**config.mk**
```make
export PLATFORM = sky130hd
export DESIGN_NAME = mips_ctrl_fsm
export DESIGN_NICKNAME = d
export VERILOG_FILES = /design/src/rtl/mips_pkg.sv /design/src/rtl/mips_ctrl_fsm.sv
export SDC_FILE = /design/constraint.sdc
export NUM_CORES = 1
export LEC_CHECK = 0
export ABC_AREA = 0
export CORE_MARGIN = 10
export CORE_UTILIZATION = 38
export CTS_CLUSTER_SIZE = 14
export DETAILED_ROUTE_END_ITERATION = 8
export HOLD_SLACK_MARGIN = 0.03
export PLACE_DENSITY = 0.81
export SLEW_MARGIN = 20
export SYNTH_ARGS = -nofsm -noshare
export SYNTH_HDL_FRONTEND = slang
export SYNTH_SLANG_ARGS = --single-unit
```
**constraint.sdc**
```tcl
create_clock -name clk -period 1.75 [get_ports clk]
set_clock_uncertainty 0.1 [all_clocks]
set_input_delay 0.2625 -clock clk [delete_from_list [all_inputs] [get_ports clk]]
set_output_delay 0.2625 -clock clk [all_outputs]
set_load 0.05 [all_outputs]
```
**src/rtl/mips_pkg.sv**
```systemverilog
// Shared encodings for the multicycle MIPS controller and its datapath.
package mips_pkg;

    localparam int OPCODE_W = 6;

    typedef enum logic [3:0] {
        ST_INIT,
        ST_FETCH,
        ST_DECODE,
        ST_MEM_ADDR,
        ST_MEM_READ,
        ST_MEM_WB,
        ST_MEM_WRITE,
        ST_R_EXEC,
        ST_R_WB,
        ST_I_EXEC,
        ST_I_WB,
        ST_BRANCH,
        ST_JUMP,
        ST_HALT
    } ctrl_state_t;

    localparam logic [OPCODE_W-1:0] OP_RTYPE = 6'h00;
    localparam logic [OPCODE_W-1:0] OP_J     = 6'h02;
    localparam logic [OPCODE_W-1:0] OP_BEQ   = 6'h04;
    localparam logic [OPCODE_W-1:0] OP_BNE   = 6'h05;
    localparam logic [OPCODE_W-1:0] OP_ADDI  = 6'h08;
    localparam logic [OPCODE_W-1:0] OP_ANDI  = 6'h0C;
    localparam logic [OPCODE_W-1:0] OP_ORI   = 6'h0D;
    localparam logic [OPCODE_W-1:0] OP_LW    = 6'h23;
    localparam logic [OPCODE_W-1:0] OP_SW    = 6'h2B;

    localparam logic [1:0] SRCB_REG   = 2'b00;
    localparam logic [1:0] SRCB_FOUR  = 2'b01;
    localparam logic [1:0] SRCB_IMM   = 2'b10;
    localparam logic [1:0] SRCB_IMMSH = 2'b11;

    localparam logic [1:0] ALUOP_ADD   = 2'b00;
    localparam logic [1:0] ALUOP_SUB   = 2'b01;
    localparam logic [1:0] ALUOP_FUNCT = 2'b10;
    localparam logic [1:0] ALUOP_ITYPE = 2'b11;

    localparam logic [1:0] PCSRC_ALU    = 2'b00;
    localparam logic [1:0] PCSRC_ALUOUT = 2'b01;
    localparam logic [1:0] PCSRC_JUMP   = 2'b10;

endpackage

```
**src/rtl/mips_ctrl_fsm.sv**
```systemverilog
// Multicycle MIPS main controller: Moore FSM driving datapath enables and mux selects.
module mips_ctrl_fsm
    import mips_pkg::*;
#(
    parameter int OPC_W = OPCODE_W
) (
    input  logic             clk,
    input  logic             rst_n,
    input  logic [OPC_W-1:0] opcode,
    input  logic             stall,
    output logic             pc_write,
    output logic             pc_write_cond,
    output logic             branch_ne,
    output logic             i_or_d,
    output logic             mem_read,
    output logic             mem_write,
    output logic             ir_write,
    output logic             mem_to_reg,
    output logic             reg_dst,
    output logic             reg_write,
    output logic             alu_src_a,
    output logic [1:0]       alu_src_b,
    output logic [1:0]       alu_op,
    output logic [1:0]       pc_source,
    output logic             illegal_op
);

    ctrl_state_t state, state_nxt;

    always_ff @(posedge clk or negedge rst_n) begin
        if (!rst_n) state <= ST_INIT;
        else        state <= state_nxt;
    end

    always_comb begin
        state_nxt = state;
        if (!stall) begin
            case (state)
                ST_INIT:   state_nxt = ST_FETCH;
                ST_FETCH:  state_nxt = ST_DECODE;
                ST_DECODE: begin
                    case (opcode)
                        OP_LW, OP_SW:            state_nxt = ST_MEM_ADDR;
                        OP_RTYPE:                state_nxt = ST_R_EXEC;
                        OP_ADDI, OP_ANDI, OP_ORI: state_nxt = ST_I_EXEC;
                        OP_BEQ, OP_BNE:          state_nxt = ST_BRANCH;
                        OP_J:                    state_nxt = ST_JUMP;
                        default:                 state_nxt = ST_HALT;
                    endcase
                end
                ST_MEM_ADDR:  state_nxt = (opcode == OP_SW) ? ST_MEM_WRITE : ST_MEM_READ;
                ST_MEM_READ:  state_nxt = ST_MEM_WB;
                ST_MEM_WB:    state_nxt = ST_FETCH;
                ST_MEM_WRITE: state_nxt = ST_FETCH;
                ST_R_EXEC:    state_nxt = ST_R_WB;
                ST_R_WB:      state_nxt = ST_FETCH;
                ST_I_EXEC:    state_nxt = ST_I_WB;
                ST_I_WB:      state_nxt = ST_FETCH;
                ST_BRANCH:    state_nxt = ST_FETCH;
                ST_JUMP:      state_nxt = ST_FETCH;
                ST_HALT:      state_nxt = ST_HALT;
                default:      state_nxt = ST_INIT;
            endcase
        end
    end

    // Architectural-state strobes are masked while stalled so a held state
    // never commits twice; read strobe and selects keep their state values.
    always_comb begin
        pc_write      = 1'b0;
        pc_write_cond = 1'b0;
        branch_ne     = 1'b0;
        i_or_d        = 1'b0;
        mem_read      = 1'b0;
        mem_write     = 1'b0;
        ir_write      = 1'b0;
        mem_to_reg    = 1'b0;
        reg_dst       = 1'b0;
        reg_write     = 1'b0;
        alu_src_a     = 1'b0;
        alu_src_b     = SRCB_REG;
        alu_op        = ALUOP_ADD;
        pc_source     = PCSRC_ALU;
        illegal_op    = 1'b0;
        case (state)
            ST_FETCH: begin
                mem_read  = 1'b1;
                ir_write  = !stall;
                alu_src_b = SRCB_FOUR;
                pc_write  = !stall;
            end
            ST_DECODE: alu_src_b = SRCB_IMMSH;
            ST_MEM_ADDR: begin
                alu_src_a = 1'b1;
                alu_src_b = SRCB_IMM;
            end
            ST_MEM_READ: begin
                mem_read = 1'b1;
                i_or_d   = 1'b1;
            end
            ST_MEM_WB: begin
                reg_write  = !stall;
                mem_to_reg = 1'b1;
            end
            ST_MEM_WRITE: begin
                mem_write = !stall;
                i_or_d    = 1'b1;
            end
            ST_R_EXEC: begin
                alu_src_a = 1'b1;
                alu_op    = ALUOP_FUNCT;
            end
            ST_R_WB: begin
                reg_write = !stall;
                reg_dst   = 1'b1;
            end
            ST_I_EXEC: begin
                alu_src_a = 1'b1;
                alu_src_b = SRCB_IMM;
                alu_op    = ALUOP_ITYPE;
            end
            ST_I_WB: reg_write = !stall;
            ST_BRANCH: begin
                alu_src_a     = 1'b1;
                alu_op        = ALUOP_SUB;
                pc_write_cond = !stall;
                pc_source     = PCSRC_ALUOUT;
                branch_ne     = (opcode == OP_BNE);
            end
            ST_JUMP: begin
                pc_write  = !stall;
                pc_source = PCSRC_JUMP;
            end
            ST_HALT: illegal_op = 1'b1;
            default: ;
        endcase
    end

endmodule

```
==> out/results.txt, run 1 <==
Root cell of the clock tree = clkbuf_4
CTS sink cnt = 4
Dpl hpwl = 2.144 mm
I/O pin total = 27
PostCTS Resize Cnt = 17
Count of buffers added by post-CTS timing repair for setup = 3
Syn Nets = 84
Top post-synthesis cells by area = dfrtp_1 19%, nor2_1 7.8%, nor3_1 7.5%
Bufs on Longest Clock Path = 2
Placement-stage cell area = 1211 sq um
Stop Error = [ERROR DPL-0033] detailed placement checks failed during check placement.
Initial Utilization = 40.36%
Asr flop ratio synth = 100.0%
Number of synthesized flops with an enable pin = 0
#FFs+latches synth = 4
Total of hold buffers inserted after clock tree synthesis = 0
Mean instance size in the synthesized netlist = 7.090 sq um
YS warnings = 0
Total CTS buffers = 3
Die span in y = 57.41 um
Number of levels the H-tree was split into = 1
Fraction of synthesized cell area taken by the top area cell type = 18.82%
Die width = 57.41 um
Step where the flow halted = 4_1_cts
Status = stopped before the end
Count of distinct cell types in the synthesized netlist = 34
GP Congestion = 0.8456
Syn Inst Count = 75
Top_reg_cell synth = dfrtp_1
Summed instance area of the synthesized netlist = 531.8 sq um
Count of port buffers added during placement = 26
Num rows = 13
Sequential-to-total area share from yosys stat = 18.82%
Cell type contributing the most total cell area after synthesis = dfrtp_1
[logic make-up after synthesis]
family / synth area share, %
buffers and inverters: 6.586
AOI/OAI and AO/OA: 18.35
muxes: 7.765
xor gates and xnor gates: 3.295
and+or+nand+nor: 45.18
DFF: 18.82
[synthesized netlist by cell type (2+ instances only)]
cell and number:
nand2b_1 5, nor4_1 3, nor2b_1 2, clkbuf_1 4, nor2_1 11, nand2_1 4
nor3_1 8, dfrtp_1 4, o21a_1 2, mux2i_1 3, o41ai_1 2, o21ai_0 5
[stage by stage]
stage | util [%] | TNS, ns | std cells | setup slack, ns | hold WS, ns
global placement | 91.93 | -0.3680 | 130 | -0.1559 | 0.3732
floorplan | - | -0.7039 | 75 | -0.2872 | -0.1331
detailed placement | 91.93 | -0.6526 | 130 | -0.2367 | 0.3750
==> run 2, diff against run 1 <==
CORE_AREA = 10 10 71 73   (was unset)
CORE_MARGIN = unset   (was 10)
CORE_UTILIZATION = unset   (was 38)
CTS_CLUSTER_SIZE = unset   (was 14)
DIE_AREA = 0 0 81 83   (was unset)
HOLD_SLACK_MARGIN = unset   (was 0.03)
PLACE_DENSITY = unset   (was 0.81)
PLACE_DENSITY_LB_ADDON = 0.15   (was unset)
==> out/results.txt, run 2 <==
Most numerous cell types in the synthesized netlist = 11 x nor2_1, 8 x nor3_1, 5 x nand2b_1, 5 x o21ai_0 (unchanged)
Setup TNS Final = -0.003200 ns
Worst EP required = 1.39 ns
Worst-Margin Slew = 0.2848 ns
Global-route wire length before repair = 3.926 mm
YS warnings = 0 (unchanged)
Clock transition at the registers of the reported paths = 0.03 ns
Failing checks = negative setup slack
# DRC = 0
Combinational fraction of design power = 86.4%
Net switching share of the total power = 48.59%
Area of the die = 6723 sq um
Mean instance size in the synthesized netlist = 7.090 sq um (unchanged)
Crit path time final = 1.753 ns
Sequential-to-total area share from yosys stat = 18.82% (unchanged)
Via density = 4.287
Largest net degree at the start of global routing = 11
First DRT Iteration DRCs = 24
Syn Inst Count = 75 (unchanged)
Crit path arrival time = 1.39 ns
Area of the multi-input gates = 611.8 sq um
Finish-stage setup viols = 1
Total via count in the routed design = 763
Library cell contributing the largest single delay on the critical path = dfrtp_1
Cell breakdown of the critical path = and2b_2 > and3_4 > and3_4 > buf_12
Count of port buffers added during placement = 26 (unchanged)
Initial Utilization = 14.63% (was 40.36%)
Die width = 81 um (was 57.41 um)
Commonest cells after routing, fill and taps aside = 28 x buf_4, 18 x buf_12, 6 x nor2_4
Number of levels the H-tree was split into = 1 (unchanged)
Count of distinct cell types in the synthesized netlist = 34 (unchanged)
Pint = 1499 uW
Total count of hold-check failures in the final report = 0
Commonest non-fill, non-tap cell in the layout = buf_4
GP Congestion = 0.7421 (was 0.8456)
I/O pin total = 27 (unchanged)
Proportion of power drawn by the clock network = 6.7%
Syn Nets = 84 (unchanged)
Unrepaired setup endpoints after global routing = yes
TritonCTS clock tree = yes
Total GRT Usage = 7.076%
Post-route cell area = 1511 sq um
Final net count = 141
Type of the worst setup path = flip-flop to output pin
Final Slew Violations = 0
Placement-stage cell area = 1252 sq um (was 1211 sq um)
Max-cap violations = 0
FF/Latch Area = 102.6 sq um
Num rows = 22 (was 13)
Final Power = 2917 uW
Slew HR = 80.77%
Hold crit path type = input port to asynchronous set/reset pin
Dpl hpwl = 1.818 mm (was 2.144 mm)
Worst Setup End Kind = output pin
Most used standard cell by instance count after synthesis = nor2_1 (unchanged)
Top_reg_cell synth = dfrtp_1 (unchanged)
Area growth from synthesis to final layout = 184.2%
Max IR drop VDD = 411.3 uV
Routed length per instance = 13.34 um
Final Routed Wirelength = 2.375 mm
Detail Route Antenna Nets = 0
Number of global-route vias before repair = 821
Asr flop ratio synth = 100.0% (unchanged)
Worst-skew pair later-pin latency = 0.22 ns
CP dominant cell by count = and3_4
Cell type contributing the most total cell area after synthesis = dfrtp_1 (unchanged)
Share of the cycle needed by the critical path after routing = 100.2%
Util after Layout = 41.60%
Fraction of synthesized cell area taken by the top area cell type = 18.82% (unchanged)
Status = finished with violations (was stopped before the end)
Filler instances = 372
Antenna violations before repair = 0
Summed instance area of the synthesized netlist = 531.8 sq um (unchanged)
Worst path buffer plus inverter count = 1
Net Switching = 1417 uW
Largest reg by FF count = state
Top Registers = state x4
Total power density per cell area = 1930 nW/um^2
Crit path max fanout = 4
Final antenna diode count = 0
Highest attainable clock frequency = 0.5704 GHz
Congestion Overflow GR = 0
Type of origin of the critical path = flip-flop
CORE AREA = 3633 sq um
Die span in y = 83 um (was 57.41 um)
Reg power frac = 6.9%
Kind of cell adding the most delay to the critical path = simple AND/OR/NAND/NOR gates
Bufs on Longest Clock Path = 2 (unchanged)
Worst Slack Setup Final = -0.003200 ns
Total CTS buffers = 3 (unchanged)
#FFs+latches synth = 4 (unchanged)
Proportion of layout cells with a drive suffix above 1 = 67.69%
CTS sink cnt = 4 (unchanged)
Worst stage delay on the critical path = 0.40 ns
Number of search-and-repair iterations in the first detailed-routing pass = 4
Number of flip-flops in the largest register = 4
Number of synthesized flops with an enable pin = 0 (unchanged)
Leak Pwr = 0.0006103 uW
Top post-synthesis cells by area = dfrtp_1 19%, nor2_1 7.8%, nor3_1 7.5% (unchanged)
Root cell of the clock tree = clkbuf_8 (was clkbuf_4)
[run 2: path summary, 6_finish.rpt]
check | to | from | cells past startpoint | slack, ns
min reg2reg | state[3] | state[3] | 2 | 0.56
min | state[0] | rst_n | 1 | 0.15
max in group asynchronous | state[1] | rst_n | 1 | 1.20
max | branch_ne | state[2] | 4 | -0.003
min in group clk | state[0] | stall | 3 | 0.51
max reg2reg | state[1] | state[3] | 5 | 0.07
[run 2: kinds of logic (layout without fill, tap and decap cells)]
logic type / after synthesis / in the layout / share of synthesized area (%)
AOI/OAI and AO/OA: 14 / 14 / 18.35
xor gates and xnor gates: 2 / 2 / 3.295
buffers and inverters: 7 / 62 / 6.586
DFF: 4 / 4 / 18.82
muxes: 4 / 4 / 7.765
and+or+nand+nor: 44 / 44 / 45.18
[run 2: layout make-up]
class	count	share of cell area (%)
multi-input combinational	64	40.48
inverter	1	0.2483
clock buffer	3	2.732
tap	48	3.974
timing repair buffer	58	45.78
sequential	4	6.788
[run 2: power by group through the flow]
stage	clock (uW)	sequential, uW	combinational [uW]
2_1_floorplan	0	171	1210
3_3_place_gp	0	204	2140
3_5_place_dp	0	204	2140
4_1_cts	200	197	2350
5_1_grt	209	213	2660
6_report	194	201	2520
[run 2: routing by layer]
metal  up-vias  global-route usage [%]  wire length, um
met4         0                   2.817               21
met3         2                   1.940              133
met1       361                   7.603              939
li1        383                       -                -
met5         -                       0                0
met2        17                   12.46             1280
[run 2: timing repair]
action	CTS	global route
buffers inserted	8	4
endpoints found under the setup margin	13	13
hold endpoints to repair	0	0
hold buffers	0	0
resized for setup	24	13
pin swaps	2	4
[run 2: per-stage QoR]
step	std cells	hold slack, ns	setup slack [ns]
final	178	0.1545	-0.003200
after global routing	178	0.1649	-0.07530
after CTS	174	0.1585	-0.004063
after detailed placement	163	0.3904	-0.2131
after global placement	163	0.3850	-0.1870
after floorplan	75	-0.1331	-0.2872
Power figures use the tool's default switching activity.
==> run 3, diff against run 2 <==
ABC_AREA = 1   (was 0)
CTS_CLUSTER_DIAMETER = 100   (was unset)
SLEW_MARGIN = unset   (was 20)
==> out/results.txt, run 3 <==
GP Congestion = 0.8175 (was 0.7421)
Number of levels the H-tree was split into = 1 (unchanged)
Status = completed (was finished with violations)
Sequential-to-total area share from yosys stat = 20.41% (was 18.82%)
Share of the cycle needed by the critical path after routing = 97.21% (was 100.2%)
Area growth from synthesis to final layout = 159.4% (was 184.2%)
CORE AREA = 3633 sq um (unchanged)
TritonCTS clock tree = yes (unchanged)
Met2 Usage GRT = 10.88% (was 12.46%)
Count of distinct cell types in the synthesized netlist = 13 (was 34)
YS warnings = 0 (unchanged)
Type of the worst setup path = input port to output pin (was flip-flop to output pin)
Via density = 3.995 (was 4.287)
Number of search-and-repair iterations in the first detailed-routing pass = 6 (was 4)
Net switching share of the total power = 51.98% (was 48.59%)
Number of synthesized flops with an enable pin = 0 (unchanged)
Proportion of power drawn by the clock network = 8.8% (was 6.7%)
First DRT Iteration DRCs = 27 (was 24)
Worst EP required = 1.39 ns (about the same)
Highest attainable clock frequency = 0.5878 GHz (was 0.5704 GHz)
Top Registers = state x4 (unchanged)
Util after Layout = 35.02% (was 41.60%)
Pint = 1017 uW (was 1499 uW)
Most numerous cell types in the synthesized netlist = 29 x nand2_1, 23 x nor2_1, 18 x inv_1 (was 11 x nor2_1, 8 x nor3_1, 5 x nand2b_1, 5 x o21ai_0)
Final antenna diode count = 0 (unchanged)
Leak Pwr = 0.0006290 uW (was 0.0006103 uW)
Top_reg_cell synth = dfrtp_1 (unchanged)
Largest reg by FF count = state (unchanged)
Worst-skew pair later-pin latency = 0.21 ns (was 0.22 ns)
Worst Setup End Kind = output pin (unchanged)
Largest net degree at the start of global routing = 9 (was 11)
Crit path arrival time = 1.34 ns (was 1.39 ns)
Cell type contributing the most total cell area after synthesis = nand2_1 (was dfrtp_1)
Detail Route Antenna Nets = 0 (unchanged)
Final Slew Violations = 0 (unchanged)
Commonest cells after routing, fill and taps aside = 25 x nand2_1, 18 x buf_12, 15 x buf_4 (was 28 x buf_4, 18 x buf_12, 6 x nor2_4)
Crit path time final = 1.701 ns (was 1.753 ns)
CTS sink cnt = 4 (unchanged)
GRT busiest layer = met2 (unchanged)
Antenna violations before repair = 0 (unchanged)
Total power density per cell area = 1664 nW/um^2 (was 1930 nW/um^2)
Top post-synthesis cells by area = nand2_1 22%, dfrtp_1 20%, nor2_1 18% (was dfrtp_1 19%, nor2_1 7.8%, nor3_1 7.5%)
Initial Utilization = 13.50% (was 14.63%)
Bufs on Longest Clock Path = 2 (unchanged)
Worst reg2reg path depth = 7 (was 5)
Max IR drop VDD = 310.6 uV (was 411.3 uV)
Proportion of layout cells with a drive suffix above 1 = 47.14% (was 67.69%)
Total of hold buffers inserted after clock tree synthesis = 0 (unchanged)
Total GRT Usage = 5.979% (was 7.076%)
Final net count = 151 (was 141)
#FFs+latches synth = 4 (unchanged)
Worst-Margin Slew = 0.3661 ns (was 0.2848 ns)
Crit path max fanout = 2 (was 4)
Asr flop ratio synth = 100.0% (unchanged)
GRT met3 Usage = 1.293% (was 1.940%)
Reg power frac = 11.0% (was 6.9%)
Net Switching = 1101 uW (was 1417 uW)
Number of flip-flops in the largest register = 4 (unchanged)
Total via count in the routed design = 751 (was 763)
Syn Nets = 106 (was 84)
Global-route wire length before repair = 3.429 mm (was 3.926 mm)
Hold crit path type = input port to asynchronous set/reset pin (unchanged)
Die span in y = 83 um (unchanged)
Mean instance size in the synthesized netlist = 5.056 sq um (was 7.090 sq um)
Type of origin of the critical path = input port (was flip-flop)
Syn Inst Count = 97 (was 75)
Setup TNS Final = 0 ns (was -0.003200 ns)
Total count of hold-check failures in the final report = 0 (unchanged)
Combinational fraction of design power = 80.2% (was 86.4%)
Most used standard cell by instance count after synthesis = nand2_1 (was nor2_1)
Clock transition at the registers of the reported paths = 0.03 ns (about the same)
Dpl hpwl = 1.820 mm (was 1.818 mm)
Root cell of the clock tree = clkbuf_8 (unchanged)
Number of global-route vias before repair = 763 (was 821)
Met1 Track Usage GR = 6.338% (was 7.603%)
Max-cap violations = 0 (unchanged)
Commonest non-fill, non-tap cell in the layout = nand2_1 (was buf_4)
I/O pin total = 27 (unchanged)
Count of port buffers added during placement = 26 (unchanged)
Congestion Overflow GR = 0 (unchanged)
Total CTS buffers = 3 (unchanged)
Num rows = 22 (unchanged)
Dpl ws = 0.004664 ns (was -0.2131 ns)
Fraction of synthesized cell area taken by the top area cell type = 22.19% (was 18.82%)
Area of the die = 6723 sq um (unchanged)
# DRC = 0 (unchanged)
Die width = 81 um (unchanged)
Finish-stage setup viols = 0 (was 1)
Unrepaired setup endpoints after global routing = yes (unchanged)
Worst Slack Setup Final = 0.04886 ns (was -0.003200 ns)
Final Routed Wirelength = 2.061 mm (was 2.375 mm)
Summed instance area of the synthesized netlist = 490.5 sq um (was 531.8 sq um)
Slew HR = 75.55% (was 80.77%)
Routed length per instance = 10.96 um (was 13.34 um)
==> run 3: final timing paths <==
path | start | to | slack [ns]
max reg2reg | state[3] | state[3] | 0.30
min | rst_n | state[3] | 0.15
max in group asynchronous | rst_n | state[2] | 1.22
min in group clk | state[2] | state[2] | 0.48
max | opcode[5] | branch_ne | 0.05
min reg2reg | state[2] | state[2] | 0.48
==> run 3: layer usage <==
layer / up-vias / share of wire [%]
li1: 386 / -
met1: 342 / 41
met2: 21 / 52
met3: 2 / 5.3
met4: 0 / 0.97
met5: - / 0
==> run 3: cell type report <==
type                       count  area (sq um)
tap                           48         60.06
multi-input combinational     74         432.9
sequential                     4         105.1
inverter                      18         72.57
fill                         389          2361
timing repair buffer          41         560.5
clock buffer                   3         41.29
==> run 3: power by group through the flow <==
stage / clock network, uW / registers (uW) / logic, uW
floorplan: 0 / 187 / 853
global placement: 0 / 201 / 1580
detailed placement: 0 / 201 / 1580
CTS: 191 / 204 / 1620
global route: 200 / 239 / 1820
finish: 186 / 233 / 1700
==> run 3: cells by family (layout without fill, tap and decap cells) <==
family / Yosys count / in the layout / synth area share [%]
simple gates: 66 / 66 / 54.59
compound gates: 8 / 8 / 8.928
buf+inv: 19 / 62 / 16.07
flops: 4 / 4 / 20.41
==> run 3: critical path, stage by stage <==
cell	delay, ns
clkdlybuf4s50_1	0.43
nor2_2	0.15
nand3_2	0.12
nor3_4	0.21
buf_12	0.16
==> run 3: timing repair <==
action                                  4_1_cts  5_1_grt
gates resized for setup                       3       24
pin swaps                                     2        5
buffers inserted                              1        4
endpoints found under the setup margin       10       13
==> run 3: through the flow <==
step	hold slack, ns	cell area, sq um	power (uW)	std cells
after floorplan	-0.1331	556.8	1040	97
after global placement	0.3680	1121	1783	180
after detailed placement	0.3759	1121	1786	180
after CTS	0.1546	1180	2015	184
after global routing	0.1636	1272	2255	188
final	0.1507	1272	2117	188
==> run 4, diff against run 3 <==
CAP_MARGIN = 20   (was unset)
PLACE_DENSITY_LB_ADDON = unset   (was 0.15)
==> out/results.txt, run 4 (same netlist as run 3, synthesis figures left out) <==
Final Routed Wirelength = 2.072 mm (was 2.061 mm)
Capture point of the worst path = alu_op[1] (was branch_ne)
Startpoint of the worst setup timing path = state[0] (was opcode[5])
Number of flip-flops in the largest register = 4 (unchanged)
Worst Setup End Kind = output pin (unchanged)
Routed length per instance = 11.08 um (was 10.96 um)
Leak Pwr = 0.0006309 uW (was 0.0006290 uW)
Crit path time final = 1.725 ns (was 1.701 ns)
Worst flop-to-flop path startpoint = state[3] (unchanged)
CTS sink cnt = 4 (unchanged)
First DRT Iteration DRCs = 18 (was 27)
Reg2Reg Setup Slack = 0.31 ns (was 0.30 ns)
Finish-stage setup viols = 0 (unchanged)
Number of search-and-repair iterations in the first detailed-routing pass = 4 (was 6)
Number of levels the H-tree was split into = 1 (unchanged)
Combinational fraction of design power = 81.0% (was 80.2%)
Net Switching = 1099 uW (was 1101 uW)
Total via count in the routed design = 718 (was 751)
CORE AREA = 3633 sq um (unchanged)
Total count of hold-check failures in the final report = 0 (unchanged)
GP Congestion = 0.8401 (was 0.8175)
Root cell of the clock tree = clkbuf_8 (unchanged)
Area growth from synthesis to final layout = 156.6% (was 159.4%)
FF-to-FF End = state[2] (was state[3])
Top Registers = state x4 (unchanged)
Num rows = 22 (unchanged)
TritonCTS clock tree = yes (unchanged)
Detail Route Antenna Nets = 0 (unchanged)
Dpl hpwl = 1.692 mm (was 1.820 mm)
Net switching share of the total power = 51.73% (was 51.98%)
Reg power frac = 10.2% (was 11.0%)
Antenna violations before repair = 0 (unchanged)
Final net count = 150 (was 151)
Bufs on Longest Clock Path = 2 (unchanged)
Proportion of layout cells with a drive suffix above 1 = 46.04% (was 47.14%)
Commonest cells after routing, fill and taps aside = 26 x nand2_1, 18 x buf_12, 12 x inv_1, 12 x nor2_1, 11 x buf_4 (was 25 x nand2_1, 18 x buf_12, 15 x buf_4)
Worst-Margin Slew = 0.3381 ns (was 0.3661 ns)
Commonest non-fill, non-tap cell in the layout = nand2_1 (unchanged)
Total power density per cell area = 1688 nW/um^2 (was 1664 nW/um^2)
# DRC = 0 (unchanged)
Pint = 1026 uW (was 1017 uW)
Status = completed (unchanged)
I/O pin total = 27 (unchanged)
Final Slew Violations = 0 (unchanged)
Type of the worst setup path = flip-flop to output pin (was input port to output pin)
Max-cap violations = 0 (unchanged)
Total GRT Usage = 6.056% (was 5.979%)
Filler instances = 387 (was 389)
Area of the die = 6723 sq um (unchanged)
Via density = 3.840 (was 3.995)
Congestion Overflow GR = 0 (unchanged)
Final antenna diode count = 0 (unchanged)
Type of origin of the critical path = flip-flop (was input port)
Count of port buffers added during placement = 26 (unchanged)
Post-Route Hold Slack = 0.1533 ns (was 0.1507 ns)
Slew HR = 77.43% (was 75.55%)
Proportion of power drawn by the clock network = 8.9% (was 8.8%)
Setup TNS Final = 0 ns (unchanged)
Max IR drop VDD = 1584 uV (was 310.6 uV)
Largest reg by FF count = state (unchanged)
Share of the cycle needed by the critical path after routing = 98.57% (was 97.21%)
Util after Layout = 34.64% (was 35.02%)
Crit path max fanout = 7 (was 2)
Crit path arrival time = 1.36 ns (was 1.34 ns)
Worst EP required = 1.39 ns (about the same)
Total of hold buffers inserted after clock tree synthesis = 0 (unchanged)
Largest net degree at the start of global routing = 9 (unchanged)
Hold crit path type = input port to asynchronous set/reset pin (unchanged)
Unrepaired setup endpoints after global routing = yes (unchanged)
Total CTS buffers = 3 (unchanged)
Number of global-route vias before repair = 790 (was 763)
Global-route wire length before repair = 3.346 mm (was 3.429 mm)
Worst-skew pair later-pin latency = 0.21 ns (about the same)
Die width = 81 um (unchanged)
Die span in y = 83 um (unchanged)
Initial Utilization = 13.50% (unchanged)
Highest attainable clock frequency = 0.5797 GHz (was 0.5878 GHz)
Worst reg2reg path depth = 7 (unchanged)
Clock transition at the registers of the reported paths = 0.03 ns (about the same)
==> run 4: changes by cell type in the layout (fill, tap and decap cells not counted), sizes merged <==
cell,change
buf,-1
clkdlybuf4s50,-1
dlymetal6s2s,+1
==> run 4: critical path: stages (launching register included) <==
cell and delay (ns):
dfrtp_2 0.46, nand2_1 0.17, inv_1 0.10, a21oi_2 0.17, inv_1 0.09, buf_12 0.15
==> run 4: power groups by stage <==
| stage | clock [uW] | sequential (uW) | combinational, uW |
|---|---|---|---|
| 2_1_floorplan | 0 | 187 | 853 |
| 3_3_place_gp | 0 | 191 | 1600 |
| 3_5_place_dp | 0 | 192 | 1600 |
| 4_1_cts | 194 | 203 | 1650 |
| 5_1_grt | 197 | 224 | 1850 |
| 6_report | 188 | 216 | 1720 |
==> run 4: final cells by class <==
type	instances	area (sq um)	share of cell area [%]
Timing Repair Buffer	40	566.8	45.03
Multi-Input combinational cell	74	420.4	33.40
Sequential cell	4	102.6	8.151
Inverter	18	67.56	5.368
Tap cell	48	60.06	4.771
Clock buffer	3	41.29	3.280
==> run 4: per-stage QoR <==
stage	power [uW]	area, sq um	instances	setup WS, ns
6_report	2125	1259	187	0.02494
5_1_grt	2268	1259	187	-0.03675
4_1_cts	2050	1204	186	-0.008975
3_5_place_dp	1788	1129	181	0.01582
3_3_place_gp	1789	1129	181	0.04669
2_1_floorplan	1040	556.8	97	-0.1622
==> run 4: worst min path at each step <==
stage               startpoint        to  slack, ns  cells after the start
global route             rst_n  state[2]       0.18                      1
detailed placement       rst_n  state[3]       0.38                      1
floorplan                rst_n  state[0]      -0.13                      0
finish                   rst_n  state[2]       0.15                      1
CTS                      rst_n  state[2]       0.16                      1
global placement         rst_n  state[3]       0.37                      1
==> run 4: metal layers <==
| layer | global-route usage [%] | vias to the layer above | share of wire (%) |
|---|---|---|---|
| met5 | 0 | - | 0 |
| met4 | 1.878 | 0 | 0 |
| met3 | 2.047 | 0 | 6.4 |
| met2 | 10.45 | 16 | 53 |
| met1 | 6.683 | 318 | 41 |
| li1 | - | 384 | - |
==> run 4: repair_timing <==
item / in CTS / in global routing
pin swaps: 2 / 8
gates resized for setup: 7 / 19
endpoints found under the setup margin: 8 / 13
buffers inserted: 2 / 1
endpoints found under the hold margin: 0 / 0
